$ cat config.mk
export PLATFORM = sky130hd
export DESIGN_NAME = muldiv_unit_flat
export DESIGN_NICKNAME = d
export VERILOG_FILES = /design/src/rtl/muldiv_pkg.sv /design/src/rtl/muldiv_if.sv /design/src/rtl/muldiv_unit.sv /design/src/flat_wrapper.sv
export SDC_FILE = /design/constraint.sdc
export NUM_CORES = 1
export LEC_CHECK = 0
export ABC_AREA = 1
export CORE_ASPECT_RATIO = 2
export CORE_MARGIN = 5
export CORE_UTILIZATION = 35
export DETAILED_ROUTE_END_ITERATION = 7
export GPL_ROUTABILITY_DRIVEN = 0
export HOLD_SLACK_MARGIN = 0.1
export RECOVER_POWER = 50
export SYNTH_ARGS = -nofsm -noshare
export SYNTH_HDL_FRONTEND = slang
export SYNTH_SLANG_ARGS = --single-unit
$ cat constraint.sdc
create_clock -name clk -period 4.5 [get_ports clk]
set_input_delay 0.45 -clock clk [delete_from_list [all_inputs] [get_ports clk]]
set_output_delay 0.45 -clock clk [all_outputs]
set_load 0.05 [all_outputs]
$ cat src/rtl/muldiv_pkg.sv
// muldiv_pkg: shared operation/state encodings and default width for muldiv_unit
package muldiv_pkg;
  localparam int MULDIV_WIDTH = 32;
  typedef enum logic [1:0] {OP_MULTU = 2'b00, OP_MULT = 2'b01, OP_DIVU = 2'b10, OP_DIV = 2'b11} op_e;
  typedef enum logic [1:0] {IDLE, RUN, FIN} state_e;
endpackage

$ cat src/rtl/muldiv_if.sv
// muldiv_if: execute-stage start/done and MTHI/MTLO bundle for muldiv_unit
interface muldiv_if #(parameter int WIDTH = muldiv_pkg::MULDIV_WIDTH);
  logic start;
  logic [1:0] op;
  logic [WIDTH-1:0] srca;
  logic [WIDTH-1:0] srcb;
  logic cancel;
  logic hi_we;
  logic lo_we;
  logic [WIDTH-1:0] wdata;
  logic busy;
  logic done;
  logic [WIDTH-1:0] hi;
  logic [WIDTH-1:0] lo;
  modport master(output start, op, srca, srcb, cancel, hi_we, lo_we, wdata, input busy, done, hi, lo);
  modport slave(input start, op, srca, srcb, cancel, hi_we, lo_we, wdata, output busy, done, hi, lo);
endinterface

$ cat src/rtl/muldiv_unit.sv
// muldiv_unit: iterative radix-2 multiply / restoring divide sharing one adder, with HI/LO state
module muldiv_unit import muldiv_pkg::*; #(parameter int WIDTH = MULDIV_WIDTH) (
  input logic clk,
  input logic rst,
  muldiv_if.slave bus
);
  localparam int CW = $clog2(WIDTH);
  state_e state_q, state_d;
  logic [CW-1:0] cnt_q, cnt_d;
  logic div_q, div_d, neg_q, neg_d, dneg_q, dneg_d, dz_q, dz_d, done_q, done_d;
  logic [WIDTH-1:0] b_q, b_d, acc_q, acc_d, sh_q, sh_d, hi_q, hi_d, lo_q, lo_d;
  logic sgn, a_neg, b_neg;
  logic [WIDTH:0] x, y;
  logic [WIDTH+1:0] sum;
  logic [2*WIDTH-1:0] prod;
  logic [WIDTH-1:0] quo, rem;
  always_comb begin
    sgn = bus.op inside {OP_MULT, OP_DIV};
    a_neg = sgn & bus.srca[WIDTH-1];
    b_neg = sgn & bus.srcb[WIDTH-1];
    x = div_q ? {acc_q, sh_q[WIDTH-1]} : {1'b0, acc_q};
    y = div_q ? ~{1'b0, b_q} : (sh_q[0] ? {1'b0, b_q} : '0);
    sum = {1'b0, x} + {1'b0, y} + (WIDTH+2)'(div_q);
    prod = neg_q ? -{acc_q, sh_q} : {acc_q, sh_q};
    quo = dz_q ? '1 : neg_q ? -sh_q : sh_q;
    rem = dneg_q ? -acc_q : acc_q;
    state_d = state_q;
    cnt_d = cnt_q;
    div_d = div_q;
    neg_d = neg_q;
    dneg_d = dneg_q;
    dz_d = dz_q;
    b_d = b_q;
    acc_d = acc_q;
    sh_d = sh_q;
    hi_d = hi_q;
    lo_d = lo_q;
    done_d = 1'b0;
    if (state_q == IDLE) begin
      hi_d = bus.hi_we ? bus.wdata : hi_q;
      lo_d = bus.lo_we ? bus.wdata : lo_q;
      if (bus.start && !bus.cancel) begin
        state_d = RUN;
        cnt_d = CW'(WIDTH-1);
        div_d = bus.op inside {OP_DIVU, OP_DIV};
        neg_d = a_neg ^ b_neg;
        dneg_d = a_neg;
        dz_d = (bus.op inside {OP_DIVU, OP_DIV}) && bus.srcb == '0;
        b_d = b_neg ? -bus.srcb : bus.srcb;
        acc_d = '0;
        sh_d = a_neg ? -bus.srca : bus.srca;
      end
    end else if (bus.cancel) begin
      state_d = IDLE;
    end else if (state_q == RUN) begin
      acc_d = !div_q ? sum[WIDTH:1] : sum[WIDTH+1] ? sum[WIDTH-1:0] : x[WIDTH-1:0];
      sh_d = div_q ? {sh_q[WIDTH-2:0], sum[WIDTH+1]} : {sum[0], sh_q[WIDTH-1:1]};
      state_d = cnt_q == '0 ? FIN : RUN;
      cnt_d = cnt_q - CW'(1);
    end else begin
      state_d = IDLE;
      done_d = 1'b1;
      hi_d = div_q ? rem : prod[2*WIDTH-1:WIDTH];
      lo_d = div_q ? quo : prod[WIDTH-1:0];
    end
  end
  always_ff @(posedge clk) begin
    if (rst) begin
      state_q <= IDLE;
      cnt_q <= '0;
      div_q <= 1'b0;
      neg_q <= 1'b0;
      dneg_q <= 1'b0;
      dz_q <= 1'b0;
      done_q <= 1'b0;
      b_q <= '0;
      acc_q <= '0;
      sh_q <= '0;
      hi_q <= '0;
      lo_q <= '0;
    end else begin
      state_q <= state_d;
      cnt_q <= cnt_d;
      div_q <= div_d;
      neg_q <= neg_d;
      dneg_q <= dneg_d;
      dz_q <= dz_d;
      done_q <= done_d;
      b_q <= b_d;
      acc_q <= acc_d;
      sh_q <= sh_d;
      hi_q <= hi_d;
      lo_q <= lo_d;
    end
  end
  assign bus.busy = state_q != IDLE;
  assign bus.done = done_q;
  assign bus.hi = hi_q;
  assign bus.lo = lo_q;
endmodule

$ cat src/flat_wrapper.sv
// flat-port wrapper written by rule: the top's interface ports become plain ports
module muldiv_unit_flat import muldiv_pkg::*;
#(parameter int WIDTH = MULDIV_WIDTH)
  (clk, rst, bus_start, bus_op, bus_srca, bus_srcb, bus_cancel, bus_hi_we, bus_lo_we, bus_wdata, bus_busy, bus_done, bus_hi, bus_lo);
  muldiv_if #(.WIDTH(WIDTH)) bus_i ();
  input logic clk;
  input logic rst;
  input wire logic [$bits(bus_i.start)-1:0] bus_start;
  input wire logic [$bits(bus_i.op)-1:0] bus_op;
  input wire logic [$bits(bus_i.srca)-1:0] bus_srca;
  input wire logic [$bits(bus_i.srcb)-1:0] bus_srcb;
  input wire logic [$bits(bus_i.cancel)-1:0] bus_cancel;
  input wire logic [$bits(bus_i.hi_we)-1:0] bus_hi_we;
  input wire logic [$bits(bus_i.lo_we)-1:0] bus_lo_we;
  input wire logic [$bits(bus_i.wdata)-1:0] bus_wdata;
  output wire logic [$bits(bus_i.busy)-1:0] bus_busy;
  output wire logic [$bits(bus_i.done)-1:0] bus_done;
  output wire logic [$bits(bus_i.hi)-1:0] bus_hi;
  output wire logic [$bits(bus_i.lo)-1:0] bus_lo;
  assign bus_i.start = bus_start;
  assign bus_i.op = bus_op;
  assign bus_i.srca = bus_srca;
  assign bus_i.srcb = bus_srcb;
  assign bus_i.cancel = bus_cancel;
  assign bus_i.hi_we = bus_hi_we;
  assign bus_i.lo_we = bus_lo_we;
  assign bus_i.wdata = bus_wdata;
  assign bus_busy = bus_i.busy;
  assign bus_done = bus_i.done;
  assign bus_hi = bus_i.hi;
  assign bus_lo = bus_i.lo;
  muldiv_unit #(.WIDTH(WIDTH)) u_core (.clk(clk), .rst(rst), .bus(bus_i));
endmodule
# After elaboration in Yosys (flattened, before gate mapping)
# Index checks and enable logic that the tools add are counted.
# totals
wordCells	88
ff_bits	172
# op_classes
mux	40
n_reduce_logical	15
n_eq_ne	9
add_sub_neg	8
bitwise_logic	4
# ops
operator	n
$mux 32	27
$neg 32->32	4
$mux 33	2
$mux 64	1
$neg 64->64	1
$add 33x33->34	1
$add 34x1->34	1
$not 32->33	1
$logic_not 32->1	1
$mux 5	4
$mux 2	5
$reduce_and 3->1	3
$reduce_bool 2->1	4
$ne 2x2->1 const B	3
$logic_not 5->1	1
$sub 5x1->5 const B	1
$eq 2x1->1 const B	2
$eq 2x2->1 const B	2
$ne 2x1->1 const B	2
$reduce_or 3->1	1
$and 1x1->1	2
$logic_and 1x1->1	2
$logic_not 2->1	1
$reduce_and 2->1	1
3 further kinds	3

# Depth between registers and ports, before layout
# Gate-level depths: netlist (run 1).
# depth
ltp_word	9
depth_mapped	23
mapped_depth_nobuf	19

# Worst setup path after synthesis (run 1)
# Ideal clock, no wire load.
# synth_timing
path_type	register to register
from	register u_core.div_q
to	register u_core.acc_q[11]
path_slack_ps	1070
required_time_ps	4368
t_arrival_ps	3298
stages_incl_launch_ff	18
cell_sequence	dfxtp_1 buf_2 inv_1 buf_2 buf_2 nand2_1 clkbuf_1 a21oi_1 fa_1 fa_1 nand3_1 nand3_1 nand3_1 nand3_1 xor2_1 or2_2 nand3_1 a21oi_1
# synth_between
elab_chain_len	8
word_cells_on_any_way	9
classes_between	2 x add/sub; 7 x mux
# synth_lines
element	line	source
from (decl)	muldiv_unit.sv:10	logic div_q, div_d, neg_q, neg_d, dneg_q, dneg_d, dz_q, dz_d, done_q, done_d;
from (signal assigned)	muldiv_unit.sv:84	div_q <= div_d;
$mux 33, on equally long branches	muldiv_unit.sv:21, muldiv_unit.sv:22	
$add 33x33->34	muldiv_unit.sv:23	sum = {1'b0, x} + {1'b0, y} + (WIDTH+2)'(div_q);
$add 34x1->34	muldiv_unit.sv:23	
$mux 32	muldiv_unit.sv:56	acc_d = !div_q ? sum[WIDTH:1] : sum[WIDTH+1] ? sum[WIDTH-1:0] : x[WIDTH-1:0];
$mux 32 (*)	muldiv_unit.sv:56	
$mux 32 (*)	muldiv_unit.sv:55	end else if (state_q == RUN) begin
$mux 32 (*)	muldiv_unit.sv:53	end else if (bus.cancel) begin
$mux 32 (*)	muldiv_unit.sv:39	if (state_q == IDLE) begin
to (signal assigned)	muldiv_unit.sv:77	acc_q <= '0;
to (signal assigned)	muldiv_unit.sv:90	acc_q <= acc_d;
to (decl)	muldiv_unit.sv:11	logic [WIDTH-1:0] b_q, b_d, acc_q, acc_d, sh_q, sh_d, hi_q, hi_d, lo_q, lo_d;
# Every way passes the cells marked *; elsewhere a longest branch is shown, timed or not. The select of a mux whose other input is x is not followed.
# A chain may end at the register's enable or synchronous reset.

# Worst setup path after layout (run 1)
# layout_timing
from	register u_core.div_q
to	register u_core.acc_q[27]
# Same word-level chain as after synthesis.

==> results by group, run 1 <==
Routing
  – Drt total wl: roughly 67000 µm
  – DRT Pass-1 Iters: 8
  – DRT antenna net count: 0
  – DRC: 0
  – Routed len/inst: 19.9 µm
  – Vias after detailed routing: about 18000
  – Routed vias/inst: 5.41
  – Iter 0 DRT Violations: around 1300

Run status
  – Status: complete, but fails checks
  – Violated checks: capacitance limit, slew limit

CTS
  – Total CTS buffers: 17
  – Post-CTS setup buffers: 0
  – CTS hold repair buffers: 0
  – Clock Tree Root: clkbuf_16
  – CTS resizes: 0
  – H-tree depth: 4
  – Sink Count: around 170
  – Later-pin clock latency in the skew report: roughly 460 ps
  – CTS tree: done
  – Worst-path clk slew: around 80 ps
  – CTS max path bufs: 2

Critical path
  – Crit-path cells: inv_2 -> nand2_1 -> a21oi_1 -> fa_1 -> fa_1 -> nand3_1 -> nand3_1 -> nand3_1 -> nand3_1 -> nand2_1 -> nand2_1 -> nand2_1 -> nand3_1 -> nand2_1 -> inv_1 -> nand2_1 -> a21oi_1
  – CP max FO: 19
  – CP dominant cell by count: nand2_1
  – CP endpoint kind: register
  – Reg2Reg Setup Slack: roughly 580 ps
  – Worst r2r path cells: 17
  – CP arrival: 4240 ps
  – Slowest stage cell on the critical path: nand2_1
  – CP Launch Type: register
  – CP peak stage delay: around 620 ps
  – Crit path launch: u_core.div_q
  – CP Class: reg -> reg
  – Crit path required time: 4820 ps
  – R2R Path End: u_core.acc_q[27]
  – Worst r2r src: u_core.div_q

Place
  – Port bufs: roughly 170
  – Pre-CTS setup slack: 655 ps
  – Half-perimeter wire length after placement: about 53000 µm

Timing
  – Pins Over Slew Limit: 172
  – Post-route clock skew: between 10 and 15 ps
  – Final setup viols: 0
  – Setup_tns: 0 ps
  – Worst Max-Slew Pin Slew: 2150 ps
  – RSZ-0062 raised after global routing: false
  – Max frequency: 255 MHz
  – Setup WS post-layout: between 500 and 600 ps
  – Final hold violation count: 0
  – Post-layout min period: 3920 ps
  – Period utilization: between 80% and 90%
  – Max-slew headroom: -43.3%

Worst hold path
  – Hold path depth: 2
  – Hold WC Path Type: reg -> reg
  – Hold path startpoint: u_core.cnt_q[4]
  – Hold worst-path end: u_core.cnt_q[4]

Die
  – Chip height: slightly above 300 µm
  – Initial Utilization: between 30% and 40%
  – CORE AREA: 43400 µm²
  – Top-Level Pins: 170
  – FP Rows: ~110
  – Die ar.: about 48000 µm²
  – Die X: ~160 µm

Layout
  – Post-layout util: around two fifths
  – Area Overhead vs Synth: 17.2%
  – Final #Nets: about 2900
  – Ratio of cells with drive above 1 in the final layout: about 4.5%

Synth
  – Sequential share of the synthesized area: between 20% and 30%
  – Synth area leaders: dfxtp_1, nand2_1, a21oi_1, o21ai_0, inv_1
  – Ys async rst share: 0%
  – Avg Inst Size Synth: approximately 5.6 µm²
  – Mapped Area: about 15000 µm²
  – Yosys top cell area share: 22.5%
  – Cell taking the most area after synthesis: dfxtp_1
  – Yosys cell types: 47
  – #FFs+latches synth: 172
  – Primary FF master, synth: dfxtp_1
  – Post-synth EDFFs: 0
  – Warnings, synthesis: 0
  – Post-Syn Nets: about 2900
  – Synth cell count leaders: nand2_1, inv_1, a21oi_1, o21ai_0, nor2_1
  – Most frequent cell after synthesis: nand2_1
  – Cells after Synth: ~2700

Global routing
  – First-pass GRT wire length: 101000 µm
  – Pin count of the biggest net entering global routing: 137
  – Number of global-route vias before repair: roughly 17000
  – Initial antenna violation count: 1
  – GRT Total Usage: 27.2%
  – Gr ovfl total: 0

Power and ir drop
  – Power Density: about 290 nW/µm²
  – Peak VDD IR: roughly 0.22 mV
  – Static Leakage: roughly 8.5 nW

Job
  – Max-Cap Viols: 3
## cell type report
cell class	instances	area, µm²
Antenna cell	1	2.50
Clock buffer	19	443
Clock inverter	13	150
Fill cell	4736	25500
Inverter	351	1320
Multi-Input combinational cell	2061	9960
Sequential cell	172	3450
Tap cell	550	688
Timing Repair Buffer	194	1900
## how the worst max path moves through the flow
| stage | end | slack [ps] | cells after the start |
|---|---|---|---|
| after floorplan | u_core.acc_q[11] | 1070 | 17 |
| after global placement | u_core.acc_q[30] | 670 | 19 |
| after detailed placement | u_core.acc_q[29] | 660 | 19 |
| after CTS | u_core.acc_q[29] | 630 | 19 |
| after global routing | u_core.cnt_q[4] | 230 | 11 |
| final | u_core.acc_q[27] | 580 | 17 |
## flip-flops by register name, summed over array words and instances (netlist names)
name             count
u_core.b_q          32
u_core.div_q         1
u_core.dneg_q        1
u_core.bus.hi       32
u_core.state_q       2
u_core.dz_q          1
u_core.sh_q         32
u_core.neg_q         1
u_core.cnt_q         5
u_core.bus.lo       32
u_core.acc_q        32
u_core.bus.done      1
## worst max-delay path: cells and delay by family (launching register included)
family,cells,cell delay [ps]
compound gates,2,340
fa+ha+maj,2,1080
buf+inv,2,100
flops,1,370
simple gates,11,1880
## through the flow
stage | hold slack, ps | cell area [µm²] | power [W] | cells
global placement | 478 | 17300 | 0.00359 | 3328
CTS | 495 | 17900 | 0.00514 | 3360
floorplan | 446 | 15300 | 0.00293 | 2712
global route | 517 | 17900 | 0.00538 | 3360
detailed placement | 483 | 17300 | 0.00360 | 3328
finish | 495 | 17900 | 0.00513 | 3361
## cell families (layout without fill, tap and decap cells)
group,count (synthesis),in the layout,share of synthesized area [%]
and+or+nand+nor,1333,1333,37.2
AOI/OAI and AO/OA,640,640,21.9
buffers and inverters,479,577,12.3
DFF,172,172,22.5
xor gates and xnor gates,48,48,2.75
adders and majority gates,40,40,3.37
other,0,1,0
## where the power goes
group	total [W]	leakage (nW)	switching, W	internal, W
registers	0.00177	1.42	0.000125	0.00164
logic	0.00182	6.77	0.00126	0.000558
clock network	0.00155	0.285	0.000744	0.000804
total	0.00513	8.47	0.00213	0.00300
## routing by layer
metal  up-vias  GRT usage [%]  wire length, µm
met4         0           20.7             6280
met5         -              0                0
met3       218           3.69             3330
met2       688           50.9            35300
met1      8256           25.8            22000
li1       9024              -                -
## cell usage in the layout (no fill, tap or decap), types with 7 or more instances in the layout
cell type / count
a21oi_1: 280
a31oi_1: 43
buf_4: 19
clkbuf_16: 17
clkdlybuf4s50_1: 101
dfxtp_1: 170
dlygate4sd3_1: 67
ha_1: 38
inv_1: 337
inv_2: 11
nand2_1: 689
nand2_2: 7
nand3_1: 244
nand3b_1: 8
nand4_1: 31
nor2_1: 268
nor2_2: 9
nor3_1: 37
o211ai_1: 8
o21ai_0: 280
o21ai_1: 7
or2_2: 19
xor2_1: 42
Power figures use the tool's default switching activity.
==> run 2, diff against run 1 <==
==> constraint.sdc (replaced) <==
create_clock -name clk -period 3.45 [get_ports clk]
set_input_delay 0.345 -clock clk [delete_from_list [all_inputs] [get_ports clk]]
set_output_delay 0.345 -clock clk [all_outputs]
set_load 0.05 [all_outputs]
==> run 2 against run 1 <==
The run now ends clean. Core utilization up 0.41 points. Worst hold slack worse by 31 ps. Combinational power up 32%. Global-route usage decreased by 0.31 points. Routed wire length is 1.7% lower. Sequential power rose by 29%. Critical path depth did not move. Clock-buffer cell count is the same. Critical path type unchanged. Largest power group unchanged.
==> results by group, run 2 (synthesis gave the netlist of run 1 again) <==
Run status
  – Status: complete, no violations

Routing
  – Iter 0 DRT Violations: between 1000 and 1500
  – Vias after detailed routing: 18300
  – DRC: 0
  – DRT Pass-1 Iters: 6
  – DRT antenna net count: 0
  – Drt total wl: about 66000 µm
  – Routed len/inst: between 15 and 20 µm
  – Routed vias/inst: 5.41

Timing
  – Pins Over Slew Limit: 0
  – Max-slew headroom: between 20 and 25%
  – Setup WS post-layout: 284 ps
  – RSZ-0062 raised after global routing: false
  – Post-route clock skew: 13.0 ps
  – Final setup viols: 0
  – Final hold violation count: 0
  – Max frequency: approximately 320 MHz
  – Period utilization: a little over 90%
  – Worst Max-Slew Pin Slew: approximately 1200 ps
  – Post-layout min period: 3170 ps
  – Setup_tns: 0 ps

Layout
  – Ratio of cells with drive above 1 in the final layout: 5.33%
  – Fillers: between 4000 and 5000
  – Most frequent cells in the layout: nand2_1, inv_1, a21oi_1
  – Final #Nets: 2966
  – Area Overhead vs Synth: 18.4%
  – Most frequent standard cell in the layout excluding fill and tap cells: nand2_1
  – ANT cells: 0

Global routing
  – Pin count of the biggest net entering global routing: 125
  – Number of global-route vias before repair: 17900
  – Initial antenna violation count: 0
  – First-pass GRT wire length: 100000 µm
  – GRT Total Usage: 26.8%
  – Gr ovfl total: 0

Die
  – Top-Level Pins: 170
  – CORE AREA: 43400 µm²
  – Die ar.: 48200 µm²
  – Die X: about 160 µm
  – FP Rows: roughly 110
  – Initial Utilization: a little over a third
  – Chip height: between 300 and 400 µm

CTS
  – CTS max path bufs: 2
  – CTS resizes: 0
  – CTS tree: done
  – CTS hold repair buffers: 0
  – H-tree depth: 4
  – Clock Tree Root: clkbuf_16
  – Total CTS buffers: 17
  – Worst-path clk slew: ~80 ps
  – Later-pin clock latency in the skew report: 460 ps
  – Sink Count: about 170
  – Post-CTS setup buffers: 0

Power and ir drop
  – Peak VDD IR: 0.248 mV
  – Static Leakage: 8.60 nW
  – Final Power: ~0.0066 W
  – Power Density: 365 nW/µm²

Critical path
  – Worst r2r path cells: 17
  – CP arrival: 3480 ps
  – Crit path required time: about 3800 ps
  – CP Launch Type: register
  – CP endpoint kind: register
  – CP Class: reg -> reg
  – CP max FO: 31

Place
  – Port bufs: 169
  – Pre-CTS setup slack: approximately 120 ps
  – Half-perimeter wire length after placement: approximately 53000 µm

Worst hold path
  – Hold path depth: 3
  – Hold WC Path Type: in -> reg

Job
  – Max-Cap Viols: 0
[run 2: layer usage]
layer / track usage (%) / part of all wire, %
met1: 25.0 / 33
met2: 49.4 / 52
met3: 3.11 / 4.4
met4: 24.3 / 11
met5: 0 / 0
[run 2: worst max-delay path: stages, from the launching register on]
cell,delay [ps]
dfxtp_4,470
inv_2,80
nand2_1,100
buf_6,230
o21ai_0,110
buf_4,150
ha_1,350
nand2_1,120
nor2_2,210
inv_1,80
nor2_2,230
nand4_1,280
nand4_1,170
nand2_1,90
o21ai_0,160
inv_1,60
nand2_1,60
a21oi_1,60
[run 2: worst paths after layout]
kind | startpoint | end | slack (ps)
worst max-delay path | u_core.div_q | u_core.acc_q[17] | 280
worst max register to register | u_core.div_q | u_core.acc_q[17] | 280
worst min register to register | u_core.cnt_q[4] | u_core.cnt_q[4] | 490
worst min-delay path | rst | u_core.cnt_q[4] | 460
[run 2: power breakdown]
group | switching (W) | total [W] | internal (W)
sequential | 0.000146 | 0.00229 | 0.00214
combinational | 0.00165 | 0.00240 | 0.000747
clock | 0.000950 | 0.00191 | 0.000956
[run 2: cell type report]
class                      instances  area, µm²  area share [%]
clock buffer                      19        433            2.39
inverter                         351       1320            7.28
tap                              550        688            3.80
clock inverter                    13        126           0.699
timing repair buffer             219       2120            11.7
multi-input combinational       2061       9960            55.1
sequential                       172       3450            19.1
[run 2: per-stage QoR]
step	cells	hold WS, ps	utilization, %	area, µm²
2_1_floorplan	2712	424	-	15300
3_3_place_gp	3353	479	40.5	17600
3_5_place_dp	3353	485	40.5	17600
4_1_cts	3385	454	41.8	18100
5_1_grt	3385	509	41.7	18100
6_report	3385	463	41.7	18100
==> run 3, diff against run 2 <==
--- a/config.mk
+++ b/config.mk
@@ -12,6 +12,8 @@
 export DETAILED_ROUTE_END_ITERATION = 7
 export GPL_ROUTABILITY_DRIVEN = 0
 export HOLD_SLACK_MARGIN = 0.1
+export MAX_ROUTING_LAYER = met4
+export PLACE_DENSITY = 0.65
 export RECOVER_POWER = 50
 export SYNTH_ARGS = -nofsm -noshare
 export SYNTH_HDL_FRONTEND = slang
==> run 3 against run 2 <==
Core utilization rose by 0.14 points. Worst setup slack got worse by 87 ps. Critical endpoint unchanged. Cell count barely moved. Largest cell class unchanged. Sequential share of layout area fell by 0.062 points. Highest routed layer unchanged.
==> results by group, run 3 (synthesis gave the netlist of run 1 again) <==
Timing
  – Pins Over Slew Limit: 0
  – RSZ-0062 raised after global routing: false
  – Final hold violation count: 0
  – Max-slew headroom: approximately 17%
  – Period utilization: 94.3%
  – Final setup viols: 0
  – Post-route clock skew: between 10 and 15 ps
  – Post-layout min period: between 3000 and 4000 ps
  – Worst Max-Slew Pin Slew: ~1200 ps
  – Max frequency: 307 MHz
  – Setup_tns: 0 ps

Global routing
  – Number of global-route vias before repair: 17800
  – Gr ovfl total: 0
  – GR peak layer: met2
  – First-pass GRT wire length: 98800 µm
  – Met1 GRT Util: roughly a quarter
  – M2 GR Usage: between 40% and 50%
  – GRT Total Usage: between 20% and 30%
  – Pin count of the biggest net entering global routing: roughly 130
  – Initial antenna violation count: 1
  – Met3 Track Usage GR: between 3 and 4%

Power and ir drop
  – Sequential cell fraction of total power: 34.2%
  – Final Power: around 0.0067 W
  – Int Pwr: a little under 0.004 W
  – Power Density: roughly 370 nW/µm²
  – Combinational cell fraction of total power: a little over a third
  – Static Leakage: around 8.6 nW
  – Peak VDD IR: between 0.2 and 0.25 mV
  – Net Sw Frac: roughly two fifths
  – Clk network pwr share: ~30%
  – Switch Pwr: roughly 0.0027 W

CTS
  – CTS max path bufs: 2
  – Later-pin clock latency in the skew report: between 400 and 500 ps
  – Worst-path clk slew: roughly 70 ps
  – Total CTS buffers: 17
  – Sink Count: approximately 170
  – H-tree depth: 4
  – Clock Tree Root: clkbuf_16
  – CTS tree: done
  – CTS hold repair buffers: 0

Critical path
  – Crit-path cells: inv_2 -> nand2_1 -> buf_6 -> o21ai_0 -> buf_4 -> ha_1 -> nand2_1 -> nor2_2 -> inv_1 -> nor2_2 -> nand4_1 -> nand4_1 -> nand2_1 -> o21ai_0 -> inv_1 -> nand2_1 -> a21oi_1
  – CP arrival: around 3600 ps
  – CP max FO: 25
  – CP Launch Type: register
  – CP endpoint kind: register
  – Crit path required time: 3760 ps
  – CP dominant cell by count: nand2_1
  – Slowest stage cell on the critical path: dfxtp_4
  – CP Class: reg -> reg
  – CP peak stage delay: ~470 ps

Layout
  – Design Area, Final: approximately 18000 µm²
  – Most frequent cells in the layout: nand2_1, inv_1, o21ai_0
  – Most frequent standard cell in the layout excluding fill and tap cells: nand2_1
  – Fillers: about 4600
  – Final #Nets: 2966
  – Ratio of cells with drive above 1 in the final layout: under 10%
  – Area Overhead vs Synth: 18.8%

Routing
  – Routed len/inst: 19.5 µm
  – DRT antenna net count: 0
  – Iter 0 DRT Violations: 1586
  – Routed vias/inst: 5.49
  – DRC: 0
  – Drt total wl: 66100 µm
  – Vias after detailed routing: about 19000
  – DRT Pass-1 Iters: 7

Die
  – Die X: approximately 160 µm
  – Top-Level Pins: 170
  – Die ar.: about 48000 µm²
  – Initial Utilization: around a third
  – CORE AREA: between 40000 and 50000 µm²
  – Chip height: between 300 and 400 µm
  – FP Rows: between 100 and 150

Run status
  – Status: complete, no violations

Worst hold path
  – Hold WC Path Type: in -> reg

Place
  – DP Area: between 15000 and 20000 µm²
  – Port bufs: roughly 170
  – Half-perimeter wire length after placement: 52100 µm

Job
  – Max-Cap Viols: 0
==> run 3: changes by cell type in the layout (fill, tap and decap cells not counted), sizes merged <==
cell      delta
diode        +1
buf          -3
clkbuf       +4
bufinv       +1
clkinvlp     -1
inv          -1
==> run 3: path summary, 6_finish.rpt <==
check,cells after the start,slack (ps),start,end
worst max-delay path,17,200,u_core.div_q,u_core.acc_q[17]
worst min-delay path,3,470,rst,u_core.dz_q
worst max register to register,17,200,u_core.div_q,u_core.acc_q[17]
worst min register to register,2,490,u_core.cnt_q[4],u_core.cnt_q[4]
==> run 3: area by class of cell <==
cell class / count / area [µm²] / area share (%)
Clock inverter: 12 / 128 / 0.703
Antenna cell: 1 / 2.50 / 0.0138
Timing Repair Buffer: 219 / 2110 / 11.6
Multi-Input combinational cell: 2061 / 9990 / 55.1
Inverter: 351 / 1320 / 7.26
Sequential cell: 172 / 3450 / 19.0
Clock buffer: 20 / 457 / 2.52
Tap cell: 550 / 688 / 3.79
==> run 3: metrics by stage <==
| step | worst slack [ps] | instances | utilization (%) | hold WS [ps] |
|---|---|---|---|---|
| 2_1_floorplan | 20.0 | 2712 | - | 424 |
| 3_3_place_gp | 102 | 3353 | 40.5 | 476 |
| 3_5_place_dp | 66.9 | 3353 | 40.5 | 483 |
| 4_1_cts | 31.7 | 3385 | 41.8 | 458 |
| 5_1_grt | 7.54 | 3386 | 41.8 | 511 |
| 6_report | 197 | 3386 | 41.8 | 468 |
==> run 3: metal layers <==
metal  wire length (µm)  share of wire, %  vias up
met5                  0                 0        -
met2              34200                52      741
li1                   -                 -     9077
met1              21300                32     8448
met4               7240                11        0
met3               3250               4.9      328
==> run 3: worst max-delay path: cells and delay by family, from the launching register on <==
kind | cells | cell delay, ps
adders and majority gates | 1 | 350
buffers and inverters | 5 | 620
and+or+nand+nor | 8 | 1320
AOI/OAI and AO/OA | 3 | 320
DFF | 1 | 470
==> run 3: power groups by stage <==
stage / combinational [W] / sequential [W] / clock [W]
CTS: 0.00239 / 0.00229 / 0.00198
detailed placement: 0.00238 / 0.00233 / 0
global placement: 0.00236 / 0.00233 / 0
floorplan: 0.00130 / 0.00253 / 0
global route: 0.00262 / 0.00231 / 0.00208
finish: 0.00242 / 0.00229 / 0.00198
==> run 3: timing repair <==
action                     4_1_cts  5_1_grt
gates resized for setup          0        9
setup endpoints to repair        0        9
setup buffers                    0        0
